## src/rtl/div_pkg.sv

```systemverilog
// Shared definitions for the restoring divider: FSM state encoding,
// default operand widths and the step-counter width helper.
package div_pkg;

    typedef enum logic [1:0] {
        IDLE = 2'd0,
        RUN  = 2'd1,
        DONE = 2'd2
    } state_t;

    localparam int DEF_DIVIDEND_W = 5;
    localparam int DEF_DIVISOR_W  = 4;

    // Width of the down-counter that walks the dividend bits (DIVIDEND_W-1 .. 0).
    function automatic int cnt_width(input int w);
        return (w > 1) ? $clog2(w) : 1;
    endfunction

endpackage

```

## src/rtl/div_step.sv

```systemverilog
// One combinational restoring-division step: shift the next dividend bit
// into the partial remainder, subtract the divisor when it fits.
module div_step #(
    parameter int DIVIDEND_W = 5,
    parameter int DIVISOR_W  = 4
) (
    input  logic [DIVIDEND_W-1:0] r,
    input  logic                  bit_in,
    input  logic [DIVISOR_W-1:0]  divisor,
    output logic [DIVIDEND_W-1:0] r_next,
    output logic                  q_bit
);

    logic [DIVIDEND_W:0] shifted_s;
    logic [DIVIDEND_W:0] dv_ext_s;

    // Compare at full DIVIDEND_W+1 width; the difference always fits back into DIVIDEND_W bits.
    always_comb begin
        shifted_s = {r, bit_in};
        dv_ext_s  = (DIVIDEND_W+1)'(divisor);
        if (shifted_s >= dv_ext_s) begin
            q_bit  = 1'b1;
            r_next = shifted_s[DIVIDEND_W-1:0] - dv_ext_s[DIVIDEND_W-1:0];
        end else begin
            q_bit  = 1'b0;
            r_next = shifted_s[DIVIDEND_W-1:0];
        end
    end

endmodule

```

## src/rtl/div_restoring.sv

```systemverilog
// Sequential restoring divider, one quotient bit per clock, valid/ready on
// both sides. Optional macro DIV_ZERO_ERR_EN adds the div_zero flag and a
// fast path that skips the iteration for a zero divisor.
module div_restoring
    import div_pkg::*;
#(
    parameter int DIVIDEND_W = DEF_DIVIDEND_W,
    parameter int DIVISOR_W  = DEF_DIVISOR_W
) (
    input  logic                  clock,
    input  logic                  reset,
    input  logic                  in_valid,
    output logic                  in_ready,
    input  logic [DIVIDEND_W-1:0] dividend,
    input  logic [DIVISOR_W-1:0]  divisor,
    output logic                  out_valid,
    input  logic                  out_ready,
    output logic [DIVIDEND_W-1:0] quotient,
    output logic [DIVIDEND_W-1:0] remainder
`ifdef DIV_ZERO_ERR_EN
    ,
    output logic                  div_zero
`endif
);

    localparam int CNT_W = cnt_width(DIVIDEND_W);

    state_t                  state_r;
    state_t                  state_nxt_s;
    logic [CNT_W-1:0]        cnt_r;
    logic [DIVIDEND_W-1:0]   dvd_r;       // dividend shifting out, quotient shifting in
    logic [DIVISOR_W-1:0]    dvs_r;
    logic [DIVIDEND_W-1:0]   rem_work_r;  // partial remainder during RUN
    logic [DIVIDEND_W-1:0]   quotient_r;
    logic [DIVIDEND_W-1:0]   remainder_r;
    logic                    in_ready_r;
    logic                    out_valid_r;
    logic [DIVIDEND_W-1:0]   r_next_s;
    logic                    q_bit_s;
`ifdef DIV_ZERO_ERR_EN
    logic                    div_zero_r;
`endif

    div_step #(
        .DIVIDEND_W (DIVIDEND_W),
        .DIVISOR_W  (DIVISOR_W)
    ) u_step (
        .r       (rem_work_r),
        .bit_in  (dvd_r[DIVIDEND_W-1]),
        .divisor (dvs_r),
        .r_next  (r_next_s),
        .q_bit   (q_bit_s)
    );

    // Next-state logic for the IDLE/RUN/DONE handshake FSM.
    always_comb begin
        state_nxt_s = state_r;
        case (state_r)
            IDLE: begin
                if (in_valid) begin
`ifdef DIV_ZERO_ERR_EN
                    if (divisor == {DIVISOR_W{1'b0}}) begin
                        state_nxt_s = DONE;
                    end else begin
                        state_nxt_s = RUN;
                    end
`else
                    state_nxt_s = RUN;
`endif
                end else begin
                    state_nxt_s = IDLE;
                end
            end
            RUN: begin
                if (cnt_r == {CNT_W{1'b0}}) begin
                    state_nxt_s = DONE;
                end else begin
                    state_nxt_s = RUN;
                end
            end
            DONE: begin
                if (out_ready) begin
                    state_nxt_s = IDLE;
                end else begin
                    state_nxt_s = DONE;
                end
            end
            default: begin
                state_nxt_s = IDLE;
            end
        endcase
    end

    // State, datapath and registered handshake/result outputs.
    always_ff @(posedge clock) begin
        if (reset) begin
            state_r     <= IDLE;
            cnt_r       <= {CNT_W{1'b0}};
            dvd_r       <= {DIVIDEND_W{1'b0}};
            dvs_r       <= {DIVISOR_W{1'b0}};
            rem_work_r  <= {DIVIDEND_W{1'b0}};
            quotient_r  <= {DIVIDEND_W{1'b0}};
            remainder_r <= {DIVIDEND_W{1'b0}};
            in_ready_r  <= 1'b1;
            out_valid_r <= 1'b0;
`ifdef DIV_ZERO_ERR_EN
            div_zero_r  <= 1'b0;
`endif
        end else begin
            state_r     <= state_nxt_s;
            in_ready_r  <= (state_nxt_s == IDLE);
            out_valid_r <= (state_nxt_s == DONE);
            case (state_r)
                IDLE: begin
                    if (in_valid) begin
                        dvd_r      <= dividend;
                        dvs_r      <= divisor;
                        rem_work_r <= {DIVIDEND_W{1'b0}};
                        cnt_r      <= CNT_W'(DIVIDEND_W - 1);
`ifdef DIV_ZERO_ERR_EN
                        if (divisor == {DIVISOR_W{1'b0}}) begin
                            quotient_r  <= {DIVIDEND_W{1'b1}};
                            remainder_r <= dividend;
                            div_zero_r  <= 1'b1;
                        end
`endif
                    end
                end
                RUN: begin
                    rem_work_r <= r_next_s;
                    dvd_r      <= {dvd_r[DIVIDEND_W-2:0], q_bit_s};
                    cnt_r      <= cnt_r - CNT_W'(1);
                    if (cnt_r == {CNT_W{1'b0}}) begin
                        quotient_r  <= {dvd_r[DIVIDEND_W-2:0], q_bit_s};
                        remainder_r <= r_next_s;
                    end
                end
                DONE: begin
`ifdef DIV_ZERO_ERR_EN
                    if (out_ready) begin
                        div_zero_r <= 1'b0;
                    end
`endif
                end
                default: begin
                end
            endcase
        end
    end

    assign in_ready  = in_ready_r;
    assign out_valid = out_valid_r;
    assign quotient  = quotient_r;
    assign remainder = remainder_r;
`ifdef DIV_ZERO_ERR_EN
    assign div_zero  = div_zero_r;
`endif

endmodule

```

## config.mk

```make
export PLATFORM = sky130hd
export DESIGN_NAME = div_restoring
export DESIGN_NICKNAME = d
export VERILOG_FILES = /design/src/rtl/div_pkg.sv /design/src/rtl/div_step.sv /design/src/rtl/div_restoring.sv
export SDC_FILE = /design/constraint.sdc
export NUM_CORES = 1
export LEC_CHECK = 0
export ABC_AREA = 0
export CAP_MARGIN = 0
export CORE_ASPECT_RATIO = 1.2
export CORE_MARGIN = 3
export CORE_UTILIZATION = 50
export CTS_BUF_LIST = sky130_fd_sc_hd__clkbuf_4
export CTS_CLUSTER_DIAMETER = 50
export DETAILED_ROUTE_END_ITERATION = 16
export DONT_BUFFER_PORTS = 1
export SYNTH_ARGS = -nofsm -noshare
export SYNTH_HDL_FRONTEND = slang
export SYNTH_SLANG_ARGS = --single-unit
```

## constraint.sdc

```tcl
create_clock -name clock -period 2.5 [get_ports clock]
set_input_delay 0.375 -clock clock [delete_from_list [all_inputs] [get_ports clock]]
set_output_delay 0.375 -clock clock [all_outputs]
set_load 0.02 [all_outputs]
```

# Yosys cells after proc, flatten, opt, wreduce, memory -nomap -nowiden
# Index checks and enable logic that the tools add are counted.
[classes]
div_mod_pow = 0
muxes = 12
bitwise_logic = 0
reduce_logical = 7
n_mul = 0
add_sub_neg = 2
n_lt_le_gt_ge = 1
n_eq_ne = 4
shift = 0
[ops]
columns = ["cell", "n"]
rows = [
  ["$pmux 5 s2", 2],
  ["$mux 5", 3],
  ["$ge 6x4->1", 1],
  ["$pmux 2 s3", 1],
  ["$pmux 3 s2", 1],
  ["$reduce_and 2->1", 3],
  ["$sub 5x4->5", 1],
  ["$eq 2x2->1 const B", 2],
  ["$logic_not 2->1", 2],
  ["$mux 2", 2],
  ["$logic_not 3->1", 1],
  ["$mux 3", 1],
  ["$sub 3x1->3 const B", 1],
  ["$eq 2x1->1 const B", 1],
  ["$mux 1", 2],
  ["$ne 2x2->1 const B", 1],
  ["$reduce_bool 2->1", 1],
]
[word_totals]
out_inout_bits = 12
mem_bits_ro = 0
wordCells = 35
memories = 0
latch_bits = 0
input_bits = 13
register_bits = 31
ram_bits = 0

# Longest topological paths before layout
# Gate-level depths: netlist (run 1).
[depth]
ltp_word = 4
depth_mapped = 7
ltp_nobuf = 7

# By module
# Synthesis (run 1) repeated with hierarchy kept, for this count alone.
[hier_totals]
cells_unflattened = 159
area_unflattened_um2 = 1440.1
[modules_own_cells]
columns = ["module", "instances", "cells_each", "area_each_um2", "seq_area_each_um2"]
rows = [
  ["div_restoring", 1, 130, 1206.2, 620.6],
  ["div_step", 1, 29, 234.0, 0.0],
]

# Least setup slack after synthesis (run 1)
# Ideal clock, no wire load.
[synth_path]
kind = "reg2reg"
from = "register dvd_r[4]"
to = "register rem_work_r[0]"
required_ns = 2.383
setup_slack_ns = 0.666
t_arrival_ns = 1.716
path_stages_with_launch = 8
synth_period_minus_slack_ns = 1.834
path_buffers = 0
setup_ns = 0.117
cell_sequence = "dfxtp_1 inv_1 ha_1 inv_1 fa_1 a221oi_4 nand3_1 a32o_1"
[synth_between]
elab_chain_cells = 3
word_cells_on_any_way = 4
classes_between = "1 x add/sub; 1 x order compare; 2 x mux"
[synth_lines]
columns = ["element", "line_no", "rtl"]
rows = [
  ["start: declaration", "div_restoring.sv:31", "logic [DIVIDEND_W-1:0] dvd_r;"],
  ["start signal: assignment", "div_restoring.sv:99", "dvd_r <= {DIVIDEND_W{1'b0}};"],
  ["start signal: assignment", "div_restoring.sv:116", "dvd_r <= dividend;"],
  ["start signal: assignment", "div_restoring.sv:131", "dvd_r <= {dvd_r[DIVIDEND_W-2:0], q_bit_s};"],
  ["$sub 5x4->5 or $ge 6x4->1 (tied branches)", "div_step.sv:23, div_step.sv:21", ""],
  ["$mux 5 (*)", "div_step.sv:21", "if (shifted_s >= dv_ext_s) begin"],
  ["$pmux 5 s2 (*)", "div_restoring.sv:113", "case (state_r)"],
  ["end signal: assignment", "div_restoring.sv:101", "rem_work_r <= {DIVIDEND_W{1'b0}};"],
  ["end signal: assignment", "div_restoring.sv:118", "rem_work_r <= {DIVIDEND_W{1'b0}};"],
  ["end signal: assignment", "div_restoring.sv:130", "rem_work_r <= r_next_s;"],
  ["end: declaration", "div_restoring.sv:33", "logic [DIVIDEND_W-1:0] rem_work_r;"],
]
# Mark *: on every way between the ends. The rest lies on a longest branch, timed or not.
# A chain may end at the register's enable or synchronous reset.

# Worst setup path after layout (run 1)
[layout_path]
from = "register dvd_r[4]"
to = "register remainder_r[4] (netlist: remainder[4])"
[layout_between]
elab_chain_cells = 2
word_cells_on_any_way = 3
classes_between = "1 x add/sub; 1 x order compare; 1 x mux"
[layout_lines]
columns = ["element", "line_no", "rtl"]
rows = [
  ["$sub 5x4->5 or $ge 6x4->1 (tied branches)", "div_step.sv:23, div_step.sv:21", ""],
  ["$mux 5 (*)", "div_step.sv:21", ""],
  ["end signal: assignment", "div_restoring.sv:103", "remainder_r <= {DIVIDEND_W{1'b0}};"],
  ["end signal: assignment", "div_restoring.sv:135", "remainder_r <= r_next_s;"],
  ["end: declaration", "div_restoring.sv:35", "logic [DIVIDEND_W-1:0] remainder_r;"],
]
# Marked as above.

==> out/summary.txt, run 1 <==
STATUS
----------------------------------------------------------------------------------------
Status                                                                         completed

CLOCK NETWORK
----------------------------------------------------------------------------------------
Post-CTS setup buffers                                                                 0
Clock slew at reported path FFs                                                  0.09 ns
Number of clock buffers inserted by TritonCTS                                          5
Buffer type at the clock tree root                                          sky130_fd_sc_hd__clkbuf_4
Hold bufs inserted after CTS                                                           0
CTS sink cnt                                                                          31
Maximum buffer depth of the clock tree                                                 2
TritonCTS clock tree                                                                 yes
Number of resized instances in the post-cts repair step                                0
Clock latency reported for the late side of the worst-skew pair                  0.32 ns
Maximum level of the CTS H-tree                                                        2

POWER
----------------------------------------------------------------------------------------
Portion of total power attributed to sequential cells                              49.1%
Power Internal                                                                  0.794 mW
Net switching component of the power                                            0.419 mW
Power density of the placed cells                                            795 nW/um^2
Clock power share                                                                  24.2%
Worst IR drop on VDD                                                            0.473 mV
Overall power consumption                                                        1.21 mW
Sw Share                                                                           34.6%
Leakage power                                                                   0.577 nW
Gate power share                                                                   26.6%

SYNTH
----------------------------------------------------------------------------------------
Adder-cell area share of the yosys netlist                                         6.57%
Mux share of post-synthesis cell area                                              3.46%
Xor-xnor portion of the synthesized cell area                                      1.82%
Syn nets                                                                             187
Seq/Total Area, Yosys                                                              42.9%
Cell count after synthesis                                                           167
Post-synth top area share                                                          42.9%
Ranking of synthesized cells by instance count                              sky130_fd_sc_hd__dfxtp_1, sky130_fd_sc_hd__nand2_1, sky130_fd_sc_hd__nor2_1
Commonest register cell after synthesis                                     sky130_fd_sc_hd__dfxtp_1
Most frequent cell after synthesis                                          sky130_fd_sc_hd__dfxtp_1
Distinct cells, synth                                                                 39
Post-Synthesis Mean Instance Area                                             8.67 sq um
Area share of and/or/nand/nor cells after synthesis                                20.7%
Top cell type by total area after synthesis                                 sky130_fd_sc_hd__dfxtp_1
Combinational family with the most area after synthesis                     simple AND/OR/NAND/NOR gates
Proportion of synthesized flip-flops having asynchronous set or reset                 0%
Flops & latches, synth                                                                31
Number of enable-type register cells in the synthesized netlist                        0
Largest cells by area after synthesis                                       sky130_fd_sc_hd__dfxtp_1, sky130_fd_sc_hd__nand2_1, sky130_fd_sc_hd__nor2_1, sky130_fd_sc_hd__ha_1, sky130_fd_sc_hd__a21oi_1
Post-synthesis cell area                                                      1450 sq um
Number of warnings reported in the yosys synthesis log                                 0
Share of the synthesized area in compound gates (AO/OA/AOI/OAI)                    20.1%

ROUTE
----------------------------------------------------------------------------------------
Final routed DRC violation total                                                       0
Routed len/inst                                                             15.8 microns
Number of DRC violations after detailed-routing iteration 0                           41
Vias per Instance                                                                   5.99
Residual antenna-violating net count after detailed routing                            0
Number of vias after detailed routing                                               1210
Number of search-and-repair iterations in the first detailed-routing pass              4
Aggregate routed wire length                                                3180 microns

TIMING
----------------------------------------------------------------------------------------
Setup Viol. Count Final                                                                0
Number of pins with negative max-slew slack in the final report                        0
Hold Fails Final Rpt                                                                   0
Ratio of final minimum period to clock period                                      81.3%
Relative slew slack                                                                63.8%
Unrepaired setup endpoints after global routing                                    false
Worst-case clock skew                                                         0.00348 ns
Setup total negative slack                                                          0 ns
Tightest Pin Transition                                                         0.539 ns
Final critical delay including setup and external delays                         2.03 ns
Maximum clock frequency                                                          492 MHz

WORST SETUP PATH
----------------------------------------------------------------------------------------
CP Launch Type                                                                      flop
Largest driver fanout on the critical path                                             7
Critical Path Most Common Cell                                              sky130_fd_sc_hd__inv_1
Data arrival time of the worst path                                              2.23 ns
Register-to-register setup slack                                                 0.47 ns
Ordered cell list for the critical path                                     inv_1, ha_1, inv_1, fa_1, a221oi_4, mux2i_1, a21oi_1
WP buf/inv                                                                             2
Endpoint kind of the worst setup timing path                                        flop
Crit path largest cell delay                                                     0.45 ns
Worst path top cell family by delay                                          adder cells
WP data required                                                                 2.70 ns
Cell with the biggest individual delay on the critical path                 sky130_fd_sc_hd__fa_1
Category of the most critical setup path                                    flop to flop

GRT
----------------------------------------------------------------------------------------
First-pass GRT wire length                                                  5400 microns
Fraction of met1 tracks used by global routing                                     23.0%
Met2 usage                                                                         35.5%
Aggregate global-route resource usage                                              20.7%
Initial antenna violation count                                                        0
Pin count of the biggest net entering global routing                                  29
Number of global-route vias before repair                                           1221
Grt met3 use                                                                       7.59%
GR peak layer                                                                       met2
GRT Residual Overflow                                                                  0

FINAL LAYOUT
----------------------------------------------------------------------------------------
Ant. Diodes                                                                            0
Non-filler instance count after layout                                               202
Proportion of layout cells with a drive suffix above 1                             9.47%
Area growth from synthesis to layout                                               5.44%
Final net count                                                                      188
Core occupancy in the finished layout                                              57.5%
Finished layout cell area                                                     1530 sq um

FLOORPLAN
----------------------------------------------------------------------------------------
Die Ht                                                                      64.9 microns
Die width                                                                   55.1 microns
Number of core rows                                                                   20
Ports                                                                                 25
Area of the die                                                               3580 sq um
Core area                                                                     2650 sq um
Starting density of the core                                                       54.6%

PLACED DESIGN
----------------------------------------------------------------------------------------
Placed wire-length estimate                                                 2360 microns
PortBufs                                                                               0
Placer Congestion                                                                  0.829
Placement-stage cell area                                                     1470 sq um
Number of placed cells counting well taps                                            194

JOB
----------------------------------------------------------------------------------------
Max-cap violation count                                                                0

WORST HOLD PATH
----------------------------------------------------------------------------------------
HP Class                                                                    input port to flop

[worst paths after layout]
path / startpoint / to / cells after the start
max: dvd_r[4] / remainder[4] / 7
min: reset / dvs_r[2] / 1
max reg2reg: dvd_r[4] / remainder[4] / 7
min reg2reg: dvs_r[3] / dvs_r[3] / 2
[worst reg2reg max path: cells and delay by family (launching register included)]
| kind | cells | cell delay, ns |
|---|---|---|
| adders and majority gates | 2 | 0.59 |
| AOI/OAI and AO/OA | 2 | 0.56 |
| DFF | 1 | 0.32 |
| buffers and inverters | 2 | 0.13 |
| muxes | 1 | 0.32 |
[metal layers]
metal / routed length [microns] / up-vias / part of all wire (%)
li1: - / 585 / -
met1: 1270 / 585 / 40
met2: 1680 / 36 / 53
met3: 196 / 4 / 6.2
met4: 31 / 0 / 0.97
met5: 0 / - / 0
[flip-flops by register name, indices dropped and copies added (netlist names)]
register,count
cnt_r,3
dvd_r,5
dvs_r,4
in_ready,1
out_valid,1
quotient,5
rem_work_r,5
remainder,5
state_r,2
[through the flow]
stage          setup slack (ns)  hold slack, ns
3_5_place_dp              0.508           0.443
2_1_floorplan             0.666           0.429
6_report                  0.467           0.106
3_3_place_gp              0.559           0.438
4_1_cts                   0.484          0.0923
5_1_grt                   0.322          0.0815
[cell usage in the layout, fill, tap and decap left out, types with 2 or more instances in the layout]
cell type                   n
sky130_fd_sc_hd__ha_1       6
sky130_fd_sc_hd__nand2b_1   2
sky130_fd_sc_hd__buf_4      2
sky130_fd_sc_hd__a21oi_1   14
sky130_fd_sc_hd__inv_1      8
sky130_fd_sc_hd__o21ai_0    4
sky130_fd_sc_hd__nor2_1    21
sky130_fd_sc_hd__a311oi_1   2
sky130_fd_sc_hd__clkbuf_4   7
sky130_fd_sc_hd__nand3_1    2
sky130_fd_sc_hd__a41oi_1    2
sky130_fd_sc_hd__a32o_1     2
sky130_fd_sc_hd__a22oi_1    3
sky130_fd_sc_hd__xor2_1     3
sky130_fd_sc_hd__nand4_1    2
sky130_fd_sc_hd__dfxtp_1   31
sky130_fd_sc_hd__a31oi_1    3
sky130_fd_sc_hd__nor3_1     2
sky130_fd_sc_hd__nand2_1   26
sky130_fd_sc_hd__o31ai_1    3
sky130_fd_sc_hd__o21ai_1    2
sky130_fd_sc_hd__mux2i_1    5
[power groups by stage]
stage          registers (mW)  clock network (mW)  logic (mW)
3_3_place_gp            0.607                   0       0.311
5_1_grt                 0.603               0.328       0.363
4_1_cts                 0.596               0.303       0.321
2_1_floorplan           0.597                   0       0.267
6_report                0.596               0.294       0.323
3_5_place_dp            0.608                   0       0.319
[cell families after synthesis]
logic type | count (synthesis)
and+or+nand+nor | 64
AOI/OAI and AO/OA | 41
DFF | 31
buffers and inverters | 16
adders and majority gates | 7
muxes | 5
xor gates and xnor gates | 3
[final cells by class]
type	instances	area, sq um
inverters	8	30.0
clock inverters	1	5.00
flip-flops and latches	31	621
fillers	272	1130
well taps	33	41.3
repair buffers	2	15.0
clock buffers	7	52.6
multi-input cells	120	762
No activity file was read; power rests on OpenSTA's default activity.
==> run 2: changes to the inputs <==
--- a/config.mk
+++ b/config.mk
@@ -14,6 +14,7 @@
 export CTS_CLUSTER_DIAMETER = 50
 export DETAILED_ROUTE_END_ITERATION = 16
 export DONT_BUFFER_PORTS = 1
+export PLACE_DENSITY = 0.68
 export SYNTH_ARGS = -nofsm -noshare
 export SYNTH_HDL_FRONTEND = slang
 export SYNTH_SLANG_ARGS = --single-unit
==> constraint.sdc (replaced) <==
create_clock -name clock -period 1.8 [get_ports clock]
set_input_delay 0.27 -clock clock [delete_from_list [all_inputs] [get_ports clock]]
set_output_delay 0.27 -clock clock [all_outputs]
set_load 0.02 [all_outputs]
==> run 2 against run 1 <==
The flow now finishes with violations (negative setup slack); cell count increased by 5.0%; count of clock-buffer cells in the layout shrank 2; cell area grew 9.5%; core utilization rose by 5.5 points; die area did not move; hold slack lost 0.054 ns; register-to-register slack lost 0.53 ns; critical path type unchanged; largest cell class unchanged.
==> out/summary.txt, run 2 (synthesis gave the netlist of run 1 again) <==
ROUTE
----------------------------------------------------------------------------------------
Final routed DRC violation total                                                       0
Number of search-and-repair iterations in the first detailed-routing pass              4
Aggregate routed wire length                                                3530 microns
Routed len/inst                                                             16.7 microns
Number of DRC violations after detailed-routing iteration 0                           41
Vias per Instance                                                                   5.97
Residual antenna-violating net count after detailed routing                            0
Number of vias after detailed routing                                               1265

GRT
----------------------------------------------------------------------------------------
First-pass GRT wire length                                                  5880 microns
GRT Residual Overflow                                                                  0
Number of global-route vias before repair                                           1308
Aggregate global-route resource usage                                              22.9%
Pin count of the biggest net entering global routing                                  21
Initial antenna violation count                                                        0

TIMING
----------------------------------------------------------------------------------------
Worst-case clock skew                                                         0.00590 ns
Worst Slack Setup Final                                                       -0.0663 ns
Tightest Pin Transition                                                         0.691 ns
Hold Fails Final Rpt                                                                   0
Maximum clock frequency                                                          536 MHz
Ratio of final minimum period to clock period                                       104%
Unrepaired setup endpoints after global routing                                     true
Final critical delay including setup and external delays                         1.87 ns
Fin Hold WS                                                                    0.0523 ns
Relative slew slack                                                                53.8%
Number of pins with negative max-slew slack in the final report                        0
Setup Viol. Count Final                                                                4

FLOORPLAN
----------------------------------------------------------------------------------------
Area of the die                                                               3580 sq um
Ports                                                                                 25
Die width                                                                   55.1 microns
Starting density of the core                                                       54.6%
Die Ht                                                                      64.9 microns
Core area                                                                     2650 sq um
Number of core rows                                                                   20

POWER
----------------------------------------------------------------------------------------
Sw Share                                                                           37.4%
Power density of the placed cells                                           1090 nW/um^2
Leakage power                                                                   0.620 nW
Gate power share                                                                   32.8%
Net switching component of the power                                            0.681 mW
Clock power share                                                                  21.5%
Portion of total power attributed to sequential cells                              45.7%
Power Internal                                                                   1.14 mW
Worst IR drop on VDD                                                            0.806 mV

CLOCK NETWORK
----------------------------------------------------------------------------------------
Number of clock buffers inserted by TritonCTS                                          5
Clock slew at reported path FFs                                                  0.10 ns
TritonCTS clock tree                                                                 yes
CTS sink cnt                                                                          31
Buffer type at the clock tree root                                          sky130_fd_sc_hd__clkbuf_4
Maximum buffer depth of the clock tree                                                 2
Clock latency reported for the late side of the worst-skew pair                  0.34 ns
Maximum level of the CTS H-tree                                                        2

WORST SETUP PATH
----------------------------------------------------------------------------------------
CP Launch Type                                                                      flop
WP data required                                                                 2.04 ns
Largest driver fanout on the critical path                                             5
Data arrival time of the worst path                                              2.11 ns
Endpoint kind of the worst setup timing path                                        flop
Category of the most critical setup path                                    flop to flop

FINAL LAYOUT
----------------------------------------------------------------------------------------
Final net count                                                                      198
Ant. Diodes                                                                            0
Proportion of layout cells with a drive suffix above 1                             21.2%
Core occupancy in the finished layout                                              63.0%
Area growth from synthesis to layout                                               15.5%
Most used cells in the layout excluding fill and tap cells                  sky130_fd_sc_hd__dfxtp_1, sky130_fd_sc_hd__nand2_1, sky130_fd_sc_hd__nor2_1
Most common cell after layout, fill and taps aside                          sky130_fd_sc_hd__dfxtp_1

PLACED DESIGN
----------------------------------------------------------------------------------------
Worst slack at placement                                                      -0.0619 ns
Placed wire-length estimate                                                 2490 microns
PortBufs                                                                               0
Placer Congestion                                                                  0.847

STATUS
----------------------------------------------------------------------------------------
Violations in the final reports                                             negative setup slack
Status                                                                      finished, violations left

WORST HOLD PATH
----------------------------------------------------------------------------------------
HP Class                                                                    input port to flop

JOB
----------------------------------------------------------------------------------------
Max-cap violation count                                                                0

==> run 2: cell types whose count changed in the layout (fill, tap and decap cells not counted), sizes merged <==
| cell | delta |
|---|---|
| buf | +9 |
| clkbuf | -2 |
| clkinv | +1 |
| clkinvlp | +1 |
| dlygate4sd3 | +1 |
==> run 2: critical path, cell delays in order, from the launching register on <==
cell and delay (ns):
sky130_fd_sc_hd__dfxtp_2 0.33, sky130_fd_sc_hd__inv_2 0.06, sky130_fd_sc_hd__ha_4 0.13, sky130_fd_sc_hd__inv_2 0.04
sky130_fd_sc_hd__fa_2 0.37, sky130_fd_sc_hd__a221oi_4 0.37, sky130_fd_sc_hd__nand3_1 0.19, sky130_fd_sc_hd__a32o_1 0.27
==> run 2: repair_timing <==
action	in CTS	in global routing
hold buffers	1	0
gates resized for setup	3	15
pin swaps	4	3
setup endpoints to repair	7	12
hold endpoints to repair	20	0
setup buffers	0	1
==> run 2: cell type report <==
cell class                      instances  area (sq um)
Fill cell                             247           981
Multi-Input combinational cell        120           832
Sequential cell                        31           623
Timing Repair Buffer                   12          92.6
Tap cell                               33          41.3
Clock buffer                            5          37.5
Inverter                                8          30.0
Clock inverter                          3          15.0
==> run 2: worst paths after layout <==
check | end | slack (ns) | cells after the start | from
setup reg to reg | rem_work_r[0] | -0.07 | 7 | dvd_r[4]
hold / removal | dvs_r[0] | 0.05 | 2 | divisor[0]
hold reg to reg | dvs_r[3] | 0.46 | 2 | dvs_r[3]
setup / recovery | rem_work_r[0] | -0.07 | 7 | dvd_r[4]
==> run 2: metal layers <==
layer	track usage, %	vias up	wire length, microns
met2	35.8	42	1800
met5	0	-	0
met4	11.2	0	76
met1	26.9	606	1410
li1	-	609	-
met3	8.28	8	248
==> run 2: through the flow <==
stage               instances  TNS (ns)  area [sq um]  total power, mW
detailed placement        202    -0.282          1530             1.35
CTS                       211  -0.00114          1610             1.77
global route              212     -1.06          1670             1.93
floorplan                 167         0          1450             1.20
global placement          202  -0.00546          1530             1.32
finish                    212    -0.200          1670             1.82
==> run 2: power groups by stage <==
stage,clock [mW],sequential [mW],combinational (mW)
2_1_floorplan,0,0.830,0.373
5_1_grt,0.434,0.841,0.656
3_3_place_gp,0,0.844,0.481
3_5_place_dp,0,0.844,0.501
6_report,0.392,0.831,0.596
4_1_cts,0.407,0.829,0.534
